==> src/rtl/multdiv_sequencer.sv <==
// ============================================================================
// Module      : multdiv_sequencer
// Description : Execute-stage controller that issues mult/div ops to the shared
//               multdiv unit, buffers the result and arbitrates it into the
//               single regfile writeback port; also raises RAW/structural stalls.
// Revision    : 1.0 - initial release
// ============================================================================
`default_nettype none

module multdiv_sequencer #(
    parameter int          TIMEOUT_CYCLES = 40,
    parameter logic [4:0]  STATUS_REG     = 5'd30,
    parameter logic [31:0] STATUS_MULT    = 32'd4,
    parameter logic [31:0] STATUS_DIV     = 32'd5
) (
    input  logic        clock,
    input  logic        reset,
    input  logic        issue_valid,
    input  logic        issue_is_div,
    input  logic [4:0]  issue_rd,
    input  logic [31:0] issue_a,
    input  logic [31:0] issue_b,
    output logic        issue_stall,
    input  logic [4:0]  dep_rs,
    input  logic [4:0]  dep_rt,
    output logic        dep_stall,
    output logic        md_ctrl_mult,
    output logic        md_ctrl_div,
    output logic [31:0] md_data_a,
    output logic [31:0] md_data_b,
    input  logic [31:0] md_result,
    input  logic        md_exception,
    input  logic        md_ready,
    input  logic        wb_pipe_valid,
    output logic        wb_take,
    output logic [4:0]  wb_reg,
    output logic [31:0] wb_data,
    output logic        timeout_flag
);

    localparam int CW = $clog2(TIMEOUT_CYCLES + 1);
    localparam logic [CW-1:0] C_LAST_COUNT = CW'(TIMEOUT_CYCLES - 1);

    typedef enum logic [1:0] {
        S_IDLE  = 2'd0,
        S_START = 2'd1,
        S_BUSY  = 2'd2,
        S_DONE  = 2'd3
    } state_t;

    state_t        r_state;
    logic [CW-1:0] r_count;
    logic [4:0]    r_rd;
    logic          r_is_div;
    logic [31:0]   r_result;
    logic          r_exc;
    logic          r_exc_div;

    logic          w_take;
    logic          w_accept;
    logic [4:0]    w_rd_eff;
    logic          w_pending_hit;
    logic          w_issue_hit;

    // The pipeline always wins the writeback port; we only retire into idle slots.
    assign w_take   = (r_state == S_DONE) && !wb_pipe_valid;
    assign w_accept = issue_valid && ((r_state == S_IDLE) || w_take);

    // Once an exception result is waiting, the register it will write is $rstatus.
    assign w_rd_eff      = ((r_state == S_DONE) && r_exc) ? STATUS_REG : r_rd;
    assign w_pending_hit = (r_state != S_IDLE) && (w_rd_eff != 5'd0) &&
                           ((dep_rs == w_rd_eff) || (dep_rt == w_rd_eff));
    assign w_issue_hit   = (r_state == S_IDLE) && issue_valid && (issue_rd != 5'd0) &&
                           ((dep_rs == issue_rd) || (dep_rt == issue_rd));

    assign issue_stall = issue_valid && (r_state != S_IDLE) && !w_take;
    assign dep_stall   = w_pending_hit || w_issue_hit;

    assign wb_take = w_take;
    assign wb_reg  = !w_take ? 5'd0  : (r_exc ? STATUS_REG : r_rd);
    assign wb_data = !w_take ? 32'd0 :
                     (r_exc ? (r_exc_div ? STATUS_DIV : STATUS_MULT) : r_result);

    always_ff @(posedge clock) begin
        if (reset) begin
            r_state      <= S_IDLE;
            r_count      <= '0;
            r_rd         <= 5'd0;
            r_is_div     <= 1'b0;
            r_result     <= 32'd0;
            r_exc        <= 1'b0;
            r_exc_div    <= 1'b0;
            md_ctrl_mult <= 1'b0;
            md_ctrl_div  <= 1'b0;
            md_data_a    <= 32'd0;
            md_data_b    <= 32'd0;
            timeout_flag <= 1'b0;
        end else begin
            md_ctrl_mult <= 1'b0;
            md_ctrl_div  <= 1'b0;
            case (r_state)
                S_IDLE: begin
                end
                S_START: begin
                    r_count <= '0;
                    r_state <= S_BUSY;
                end
                S_BUSY: begin
                    r_count <= r_count + CW'(1);
                    if (md_ready) begin
                        r_result  <= md_result;
                        r_exc     <= md_exception;
                        r_exc_div <= r_is_div;
                        r_state   <= S_DONE;
                    end else if (r_count == C_LAST_COUNT) begin
                        r_exc        <= 1'b1;
                        r_exc_div    <= 1'b1;
                        timeout_flag <= 1'b1;
                        r_state      <= S_DONE;
                    end
                end
                S_DONE: begin
                    if (w_take) begin
                        r_state <= S_IDLE;
                    end
                end
                default: r_state <= S_IDLE;
            endcase

            // Acceptance overrides the retire transition so a new op can
            // enter in the same cycle the previous result leaves.
            if (w_accept) begin
                r_state      <= S_START;
                r_rd         <= issue_rd;
                r_is_div     <= issue_is_div;
                r_exc        <= 1'b0;
                md_data_a    <= issue_a;
                md_data_b    <= issue_b;
                md_ctrl_mult <= !issue_is_div;
                md_ctrl_div  <= issue_is_div;
            end
        end
    end

endmodule

`default_nettype wire
==> config.mk <==
export PLATFORM = sky130hd
export DESIGN_NAME = multdiv_sequencer
export DESIGN_NICKNAME = d
export VERILOG_FILES = /design/src/rtl/multdiv_sequencer.sv
export SDC_FILE = /design/constraint.sdc
export NUM_CORES = 1
export LEC_CHECK = 0
export ABC_AREA = 0
export CAP_MARGIN = 0
export CORE_ASPECT_RATIO = 0.7
export CORE_UTILIZATION = 41
export DETAILED_ROUTE_END_ITERATION = 8
export PLACE_DENSITY = 0.77
export SLEW_MARGIN = 20
export SYNTH_ARGS = -nofsm -noshare
export SYNTH_HDL_FRONTEND = slang
export SYNTH_SLANG_ARGS = --single-unit
==> constraint.sdc <==
create_clock -name clock -period 3.38 [get_ports clock]
set_input_delay 1.014 -clock clock [delete_from_list [all_inputs] [get_ports clock]]
set_output_delay 1.014 -clock clock [all_outputs]
set_load 0.05 [all_outputs]
==> results.ini <==
[timing]
setup_viol = 0
min_period_over_period_pct = 98.8
final.setup_skew_ns = 0.00677
relSlewSlack_pct = 59.6
rsz0062_at_grt = yes
slew_viol_final = 0
fmax_mhz = 299
worst_pin_slew_ns = 0.606
hold_violations = 0
fin_crit_ns = 3.34

[worst_setup_path]
slowest_stage = a311o_1
critPathBufInv = 2
cp_data_required_time_ns = 2.37
cpPeakStageDelay_ns = 0.35
worstSetupStartpointType = input pin
crit_path_end_kind = output port
critPathTopFamily = compound AO/OA/AOI/OAI gates
critical_path_class = in2out
worstPathCellList = dlygate4sd2_1, nand4_1, o41ai_2, a31oi_2, a311oi_2, a311o_1, buf_6
critPathMaxFanout = 4
crit_arrival_ns = 2.33

[route]
vias = 5026
route.detailed.drc = 0
drt_first_pass_iters = 4
drtIter0Drc = 297
ant_nets = 0
wl_per_cell_um = 15.1
viasPerCell = 4.99
wl_um = 15200

[synth]
synthMuxAreaShare_pct = 0.624
postSynthAreaPerCell_um2 = 7.82
synth_nets = 739
synth-xor-area-share_pct = 3.09
synth_seq_cells = 115
synth-simple-area-share_pct = 26.1
synth_flop_cell = dfxtp_1
synth_top_family_by_area = simple AND/OR/NAND/NOR gates
yosys.area_share.adder_pct = 1.30
ys_seq_area_share_pct = 47.8
synthCells = 616
yosysWarnings = 0
synth.largest_area_cell = dfxtp_1
synth_cell_types = 45
synth_compound_area_share_pct = 15.3
synth_top_area_share_pct = 47.8
synth_area_mm2 = 0.00482
netlist_top_cells_area = dfxtp_1 48%, nand2_1 16%, a21oi_1 11%, and2_1 3.9%, buf_6 2.3%
synth_edf_count = 0
ys_async_sr_fraction_pct = 0

[cts]
worstSkewPairLatency_ns = 0.40
ctsHtreeMaxLevel = 4
cts_tree = built
root_buffer = clkbuf_16
cts_sinks = 115
numCtsBuffers = 17
postCtsHoldBufs = 0
clkSlewWorstSetupHoldPaths_ns = 0.05
post-cts-setup-buffer-count = 0
clockBufferDepth = 2

[flow_run]
maxCapViolations = 0

[global_routing]
grt_pass1_vias = 4953
grt_usage_pct = 25.1
grt_pass1_wl_um = 24100
overflow = 0
antenna_found_initial = 0
grt_max_degree = 59

[floorplan]
start_util_pct = 43.0
die_h_um = 92.7
dieArea_mm2 = 0.0122
num_rows = 32
fp.dieW_um = 132
io-pin-count = 225
core_mm2 = 0.0112

[layout]
area_growth_pct = 72.1
drive_gt1_share_pct = 14.8
fin_area_mm2 = 0.00829
layout.cells.non_filler = 1008
num-fill-cells = 792
final_common_cell = nand2_1
multi_input_area_mm2 = 0.00232
fin_nets = 964
final-seq-area_mm2 = 0.00230
final_cell_mix = 210 x nand2_1, 168 x clkdlybuf4s50_1, 115 x dfxtp_1, 106 x a21oi_1, 41 x buf_12

[power_and_ir_drop]
p_clk_share_pct = 34.8
p_int_w = 0.00345
p_switching_w = 0.00183
p_sw_share_pct = 34.7
p_comb_share_pct = 33.3
powerDensity_mw_per_mm2 = 637
power_frac_seq_pct = 32.0
vdd.ir_drop.worst_mv = 0.538
finalPower_w = 0.00528
leakage_nw = 3.15

[place]
dpl_cell_area_mm2 = 0.00759
dpl.hpwl_um = 10900
dp_cells = 974
gp_congestion = 0.975
io_buffer_count = 224

[hold_path]
hold_class = reg2reg

[outcome]
outcome = complete, no violations

## worst min-delay path: stages, from the launching register on
cell,delay (ns)
dfxtp_1,0.30
nand2_1,0.05
a21oi_1,0.05
## sequential cells by signal (all words and copies together), names as in the netlist
signal / count
md_data_a: 32
r_is_div: 1
r_rd: 5
r_count: 6
r_result: 32
r_state: 2
r_exc_div: 1
r_exc: 1
md_ctrl_mult: 1
md_data_b: 32
timeout_flag: 1
md_ctrl_div: 1
## timing repair
item	4_1_cts	5_1_grt
cloned	0	1
endpoints found under the hold margin	0	0
resized for setup	31	29
endpoints found under the setup margin	23	32
pin swaps	5	7
## layout make-up
cell class,count,share of cell area (%)
inverters,9,0.438
multi-input cells,451,28.0
well taps,153,2.31
repair buffers,247,34.1
diodes,1,0.0302
clock inverters,11,1.92
flip-flops and latches,115,27.8
clock buffers,21,5.43
## synth_stat cells, drive strengths merged, types with 2 or more instances
library cell and count:
nor3 6, a21o 2, buf 22, o21ai 5, xor2 11, ha 5, nand2b 3, nand4 3
a21oi 108, a31oi 3, o211ai 2, xnor2 6, nand3 5, mux2i 3, and2 31, nand2 210
or3 4, clkbuf 19, inv 9, nor4 3, o21a 2, dfxtp 115, or4 2, nor2 22
## cells by family after synthesis
group	after synthesis
fa+ha+maj	5
buf+inv	50
simple gates	294
xor+xnor	17
flops	115
compound gates	132
mux	3
## per-layer routing
layer / vias to the layer above / wire [µm] / GRT usage (%)
met5: - / 0 / 0
met4: 0 / 261 / 9.50
met3: 18 / 1500 / 9.25
met2: 199 / 7470 / 43.1
met1: 2336 / 5970 / 28.5
li1: 2473 / - / -
## per-stage QoR
stage / TNS, ns / hold WS (ns) / setup WS [ns] / util, %
finish: 0 / 0.451 / 0.0407 / 74.0
CTS: -0.000900 / 0.452 / -0.000900 / 73.1
global route: -0.0696 / 0.463 / -0.0325 / 73.9
detailed placement: -1.77 / 0.444 / -0.305 / 67.7
global placement: -1.63 / 0.438 / -0.286 / 67.7
floorplan: 0 / 0.432 / 0.0186 / -
## power groups by stage
stage	registers, W	logic [W]	clock network, W
6_report	0.00169	0.00176	0.00184
2_1_floorplan	0.00215	0.000713	0
4_1_cts	0.00168	0.00175	0.00188
5_1_grt	0.00171	0.00188	0.00193
3_3_place_gp	0.00170	0.00171	0
3_5_place_dp	0.00171	0.00174	0
## final timing paths
kind	from	endpoint	slack (ns)	cells after the start
setup / recovery	dep_rs[4]	dep_stall	0.04	7
hold / removal	md_data_a[29]$_SDFFE_PP0P_	md_data_a[29]$_SDFFE_PP0P_	0.45	2
setup reg to reg	r_state[1]$_SDFFE_PP0P_	md_data_b[9]$_SDFFE_PP0P_	1.21	9
hold reg to reg	md_data_a[29]$_SDFFE_PP0P_	md_data_a[29]$_SDFFE_PP0P_	0.45	2
Power figures use the tool's default switching activity.
